==> src/rtl/ram_port_arbiter.sv <==
// Round-robin arbiter sharing one data RAM between two requesters, with registered RAM drive
// and tagged read-data return. Optional owner lock is compiled in with RAM_ARB_LOCK_EN.
module ram_port_arbiter #(
    parameter int AW     = 8,
    parameter int DW     = 32,
    parameter int RD_LAT = 1
) (
    input  logic          clk,
    input  logic          rst_n,
    input  logic          req0,
    input  logic          we0,
    input  logic [AW-1:0] addr0,
    input  logic [DW-1:0] wdata0,
    output logic          gnt0,
    output logic          rvalid0,
    input  logic          req1,
    input  logic          we1,
    input  logic [AW-1:0] addr1,
    input  logic [DW-1:0] wdata1,
    output logic          gnt1,
    output logic          rvalid1,
`ifdef RAM_ARB_LOCK_EN
    input  logic          lock0,
    input  logic          lock1,
`endif
    output logic [DW-1:0] rdata,
    output logic [AW-1:0] ram_raddr,
    output logic [AW-1:0] ram_waddr,
    output logic          ram_wen,
    output logic [DW-1:0] ram_wdata,
    input  logic [DW-1:0] ram_out
);

    logic          r_ptr;
    logic [AW-1:0] r_raddr;
    logic [AW-1:0] r_waddr;
    logic          r_wen;
    logic [DW-1:0] r_wdata;
    logic [DW-1:0] r_rdata;
    logic [RD_LAT:0] r_tag_vld;
    logic [RD_LAT:0] r_tag_id;

    logic          w_hold0;
    logic          w_hold1;
    logic          w_gnt0;
    logic          w_gnt1;
    logic          w_go;
    logic          w_sel;
    logic          w_we;
    logic [AW-1:0] w_addr;
    logic [DW-1:0] w_wdata;

    // The owner is the last-granted requester; holding req&lock keeps it granted.
`ifdef RAM_ARB_LOCK_EN
    assign w_hold0 = ~r_ptr & req0 & lock0;
    assign w_hold1 =  r_ptr & req1 & lock1;
`else
    assign w_hold0 = 1'b0;
    assign w_hold1 = 1'b0;
`endif

    assign w_gnt0  = w_hold0 | (~w_hold1 & req0 & (~req1 | r_ptr));
    assign w_gnt1  = ~w_gnt0 & req1;
    assign w_go    = w_gnt0 | w_gnt1;
    assign w_sel   = w_gnt1;
    assign w_we    = w_sel ? we1    : we0;
    assign w_addr  = w_sel ? addr1  : addr0;
    assign w_wdata = w_sel ? wdata1 : wdata0;

    // NOTE: all state below uses non-blocking assignments so every register samples pre-edge values.
    always_ff @(posedge clk or negedge rst_n) begin
        if (!rst_n) begin
            r_ptr     <= 1'b1;
            r_raddr   <= '0;
            r_waddr   <= '0;
            r_wen     <= 1'b0;
            r_wdata   <= '0;
            r_rdata   <= '0;
            r_tag_vld <= '0;
            r_tag_id  <= '0;
        end else begin
            if (w_go) r_ptr <= w_sel;
            r_wen <= w_go & w_we;
            if (w_go & w_we) begin
                r_waddr <= w_addr;
                r_wdata <= w_wdata;
            end
            if (w_go & ~w_we) r_raddr <= w_addr;
            // Tag rides alongside the read; its last stage is the rvalid output stage.
            r_tag_vld <= {r_tag_vld[RD_LAT-1:0], w_go & ~w_we};
            r_tag_id  <= {r_tag_id[RD_LAT-1:0], w_sel};
            if (r_tag_vld[RD_LAT-1]) r_rdata <= ram_out;
        end
    end

    assign gnt0      = w_gnt0;
    assign gnt1      = w_gnt1;
    assign rvalid0   = r_tag_vld[RD_LAT] & ~r_tag_id[RD_LAT];
    assign rvalid1   = r_tag_vld[RD_LAT] &  r_tag_id[RD_LAT];
    assign rdata     = r_rdata;
    assign ram_raddr = r_raddr;
    assign ram_waddr = r_waddr;
    assign ram_wen   = r_wen;
    assign ram_wdata = r_wdata;

endmodule

==> config.mk <==
export PLATFORM = sky130hd
export DESIGN_NAME = ram_port_arbiter
export DESIGN_NICKNAME = d
export VERILOG_FILES = /design/src/rtl/ram_port_arbiter.sv
export SDC_FILE = /design/constraint.sdc
export NUM_CORES = 1
export LEC_CHECK = 0
export ABC_AREA = 1
export BUFFER_PORTS_ARGS = -buffer_cell sky130_fd_sc_hd__clkbuf_2
export CAP_MARGIN = 20
export CORE_MARGIN = 2
export CORE_UTILIZATION = 49
export CTS_CLUSTER_SIZE = 16
export DETAILED_ROUTE_END_ITERATION = 10
export PLACE_DENSITY = 0.86
export SETUP_SLACK_MARGIN = 0.3
export SYNTH_ARGS = -nofsm -noshare
export SYNTH_HDL_FRONTEND = slang
export SYNTH_SLANG_ARGS = --single-unit
==> constraint.sdc <==
create_clock -name clk -period 2.1 [get_ports clk]
set_clock_uncertainty 0.1 [all_clocks]
set_input_delay 0.21 -clock clk [delete_from_list [all_inputs] [get_ports clk]]
set_output_delay 0.21 -clock clk [all_outputs]
set_load 0.02 [all_outputs]
Word level (Yosys, flattened, before mapping)
Cells that the tools add are included.
{"block": "op_classes", "muxes": 3, "bitwise_logic": 12}
{"operator": "32-bit two-way mux", "n": 1}
{"operator": "8-bit two-way mux", "n": 1}
{"operator": "1-bit AND", "n": 6}
{"operator": "1-bit NOT", "n": 4}
{"operator": "1-bit OR", "n": 2}
{"operator": "1-bit two-way mux", "n": 1}
{"block": "word_totals", "in_bits": 118, "regBits": 86, "output_inout_bits": 85, "wordCells": 23}

Longest topological paths before layout
{"block": "logic_depth", "depth_word": 8, "mapped_depth": 8, "ltp_nobuf": 6}

Least setup slack after synthesis
No wires, ideal clock.
{"block": "synth_path", "kind": "flip-flop to flip-flop", "start": "register r_ptr", "end": "register r_raddr[0], in the netlist ram_raddr[0]", "setup_ps": 118, "n_path_buf": 1, "synth_period_minus_slack_ps": 1378, "required_time_ps": 1882, "setup_slack_ps": 722, "stages_incl_launch_ff": 7, "arrival_time_ps": 1160, "path_cell_list": "dfstp_2 > o21ai_2 > nand2_2 > buf_4 > nand3_2 > nand2_1 > nand2_1"}
{"block": "synth_via", "elab_chain_len": 7, "elab_cells_between_ends": 9, "cone_classes": "mux: 2; bitwise: 7"}
{"item": "start, declared", "line_no": "34", "source": "logic r_ptr;"}
{"item": "start signal, assigned", "line_no": "82", "source": "if (w_go) r_ptr <= w_sel;"}
{"item": "1-bit OR (*)", "line_no": "62", "source": "assign w_gnt0 = w_hold0 | (~w_hold1 & req0 & (~req1 | r_ptr));"}
{"item": "1-bit AND (*)", "line_no": "62"}
{"item": "1-bit NOT", "line_no": "63", "source": "assign w_gnt1 = ~w_gnt0 & req1;"}
{"item": "1-bit AND", "line_no": "63"}
{"item": "1-bit two-way mux", "line_no": "66", "source": "assign w_we = w_sel ? we1 : we0;"}
{"item": "1-bit NOT", "line_no": "88", "source": "if (w_go & ~w_we) r_raddr <= w_addr;"}
{"item": "1-bit AND", "line_no": "88"}
{"item": "end signal, assigned", "line_no": "88"}
{"item": "end, declared", "line_no": "35", "source": "logic [AW-1:0] r_raddr;"}
Every way passes the cells marked *; elsewhere a longest branch is shown, timed or not.
A chain may end at the register's enable or synchronous reset.

Worst setup path in the final report
{"block": "layout_path", "start": "register r_ptr", "end": "register r_wdata[16], in the netlist ram_wdata[16]"}
{"block": "layout_via", "elab_chain_len": 6, "elab_cells_between_ends": 8, "cone_classes": "mux: 2; bitwise: 6"}
{"item": "1-bit OR (*)", "line_no": "62"}
{"item": "1-bit AND (*)", "line_no": "62"}
{"item": "1-bit NOT", "line_no": "63"}
{"item": "1-bit AND", "line_no": "63"}
{"item": "1-bit OR or 1-bit two-way mux (tied branches)", "line_no": "64, 66"}
{"item": "1-bit AND", "line_no": "84", "source": "if (w_go & w_we) begin"}
{"item": "end signal, assigned", "line_no": "86", "source": "r_wdata <= w_wdata;"}
{"item": "end, declared", "line_no": "38", "source": "logic [DW-1:0] r_wdata;"}
Marked as above.

==> impl_metrics.ini <==
[run_status]
status = finished clean

[grt]
grt_pass1_vias = 3701
antenna_found_initial = 0
grt_start_max_net_pins = 50
gr-usage-all-layers_pct = 27.4
grt-ovfl-total = 0
grt_pass1_wl_um = 18400

[timing]
tns_ps = 0
setup_violations = 0
fin_crit_ps = 1700
setup_slack_ps = 398
max_slew_margin_pct = 63.9
report.final.slew_viol_count = 0
fin_crit_sh_pct = 81.0
worst_slew_pin_slew_ps = 541
rsz0062_at_grt = no
fmax_mhz = 588
hold_viol_final = 0

[placed_design]
dp_hpwl_um = 7560
gp_congestion = 0.860
dp.cells = 717
pre_cts_slack_ps = 184
port_buffers = 202

[setup_path]
cpMaxStageDelayCell = dfstp_2
critPathMaxStageDelay_ps = 590
worstSetupPathType = flip-flop to flip-flop
critical_path_depth = 7
required_ps = 2230
cp_data_arrival_time_ps = 1830
r2r_start = r_ptr
crit_buf_inv = 2
cp-startpoint = r_ptr
crit_chain = a21oi_4 > buf_12 > nand2_1 > nand2_4 > buf_12 > nand3_1 > nand2_1
end_kind = flip-flop
reg2regPathDepth = 7
cp-start-kind = flip-flop
cp_top_family = flip-flops
cp_max_fo = 43

[logic_synthesis]
ys_seq_elements = 86
postSynthAreaPerCell_um2 = 8.91
synthXorXnorAreaFrac_pct = 0
synthesis.area_mm2 = 0.00384
synth-simple-area-share_pct = 29.0
synth_compound_area_share_pct = 1.04
yosysSeqAreaShare_pct = 56.1
synth_adder_area_share_pct = 0
yosysTopAreaCellShare_pct = 55.4
netlist_instances = 431
yosys_warnings = 0
synthTopCellsByArea = dfrtp_1, nand2_1, mux2_2, nand3_1, buf_2
yosys.area.top_type = dfrtp_1
ys_types = 19
synth_nets = 549
muxShareOfSynthArea_pct = 9.38
synth_top_family_by_area = simple AND/OR/NAND/NOR gates

[floorplanning]
die_w_um = 92.5
ioPinCount = 203
rows = 32
die-height_um = 92.5
coreArea_mm2 = 0.00765
dieArea_mm2 = 0.00856
initial_core_util_pct = 50.2

[routing]
drcViolationCount = 0
vias_per_cell = 4.97
vias = 3773
drt-initial-drc-count = 136
wire_per_inst_um = 15.0
finalWirelength_um = 11400
first_pass_iters = 4
ant_nets = 0

[run]
max_cap_violations = 0

[clocking]
ctsHtreeMaxLevel = 3
clkSinkCount = 86
root_buffer = clkbuf_8
cts_buffers = 9
cts.path.max_buffers = 2
cts_tree = built
cts_setup_buffers = 0
cts.clk_slew.worst_paths_ps = 90
insertion_delay_ps = 340

[worst_hold_path]
holdPathStages = 2
worst_hold_path_type = primary input to flip-flop
hp-start = ram_out[27]

[cells_and_area]
syn2layout_area_growth_pct = 41.8
nNetsFinal = 771
finish.utilization_pct = 71.2
diodes = 0
drive_gt1_share_pct = 40.5
instances_no_fill = 759

[power_and_ir_drop]
p_leak_uw = 0.00315
p_per_area_mw_per_mm2 = 870
vdd_drop_max_v = 0.000393
-- per-stage QoR --
step                      area [um^2]  hold slack (ps)  total power, uW
after CTS                        5420             2.29             4730
after global routing             5450             2.99             5010
after floorplan                  3840             -186             2960
final                            5450             20.4             4740
after global placement           4940              118             3490
after detailed placement         4940              124             3550
-- final cells by class --
cell class	count	area, um^2
Inverter	8	30.0
Fill cell	574	2200
Multi-Input combinational cell	311	1530
Clock inverter	6	70.1
Timing Repair Buffer	237	1410
Clock buffer	9	124
Sequential cell	86	2150
Tap cell	102	128
-- power breakdown --
group	total, uW	switching [uW]	internal, uW
sequential	2120	179	1950
combinational	1470	914	559
clock	1140	590	551
-- flip-flops by register name, summed over array words and instances (netlist names) --
name / flops
ram_wdata: 32
rdata: 32
ram_raddr: 8
ram_waddr: 8
r_tag_id: 2
r_tag_vld: 2
r_ptr: 1
ram_wen: 1
-- routing by layer --
| metal | wire length (um) | global-route usage, % |
|---|---|---|
| met1 | 4580 | 33.2 |
| met2 | 5870 | 49.0 |
| met3 | 771 | 5.29 |
| met4 | 199 | 9.58 |
| met5 | 0 | 0 |
-- placed cells by master, fill, tap and decap left out, types with 2 or more instances in the layout --
| master | n |
|---|---|
| nand2_1 | 220 |
| clkbuf_2 | 201 |
| dfrtp_1 | 85 |
| nand3_1 | 48 |
| mux2_2 | 30 |
| dlygate4sd3_1 | 27 |
| clkbuf_8 | 9 |
| inv_1 | 7 |
| buf_12 | 5 |
| nand2_2 | 3 |
| clkinvlp_4 | 3 |
| buf_4 | 3 |
| mux2_1 | 2 |
| inv_6 | 2 |
-- synth_stat cells --
| library cell | count |
|---|---|
| o21ai_2 | 1 |
| dfrtp_1 | 85 |
| dfstp_2 | 1 |
| inv_2 | 1 |
| mux2_2 | 30 |
| clkbuf_1 | 5 |
| nand2_2 | 4 |
| nand3_2 | 2 |
| buf_1 | 1 |
| o21a_1 | 1 |
| nand3_1 | 48 |
| mux2_1 | 2 |
| nand2_1 | 220 |
| nor2_1 | 1 |
| a21oi_4 | 1 |
| buf_4 | 8 |
| a21o_1 | 1 |
| inv_1 | 7 |
| buf_2 | 12 |
-- worst paths after layout --
check,to,slack (ps)
hold reg to reg,r_tag_id[1],280
setup / recovery,ram_wdata[16],400
hold / removal,rdata[27],20
max in group asynchronous,ram_wdata[20],1020
min in group asynchronous,ram_waddr[5],280
setup reg to reg,ram_wdata[16],400
-- timing repair --
| action | CTS | global route |
|---|---|---|
| setup endpoints to repair | 42 | 44 |
| hold buffers | 27 | 0 |
| gates resized for setup | 4 | 9 |
| endpoints found under the hold margin | 63 | 0 |
-- logic make-up (layout without fill, tap and decap cells) --
group           after synthesis  after routing
compound gates                4              4
buf+inv                      34            260
flops                        86             86
mux                          32             32
simple gates                275            275
Note: power is estimated with default switching activity, not from simulation.
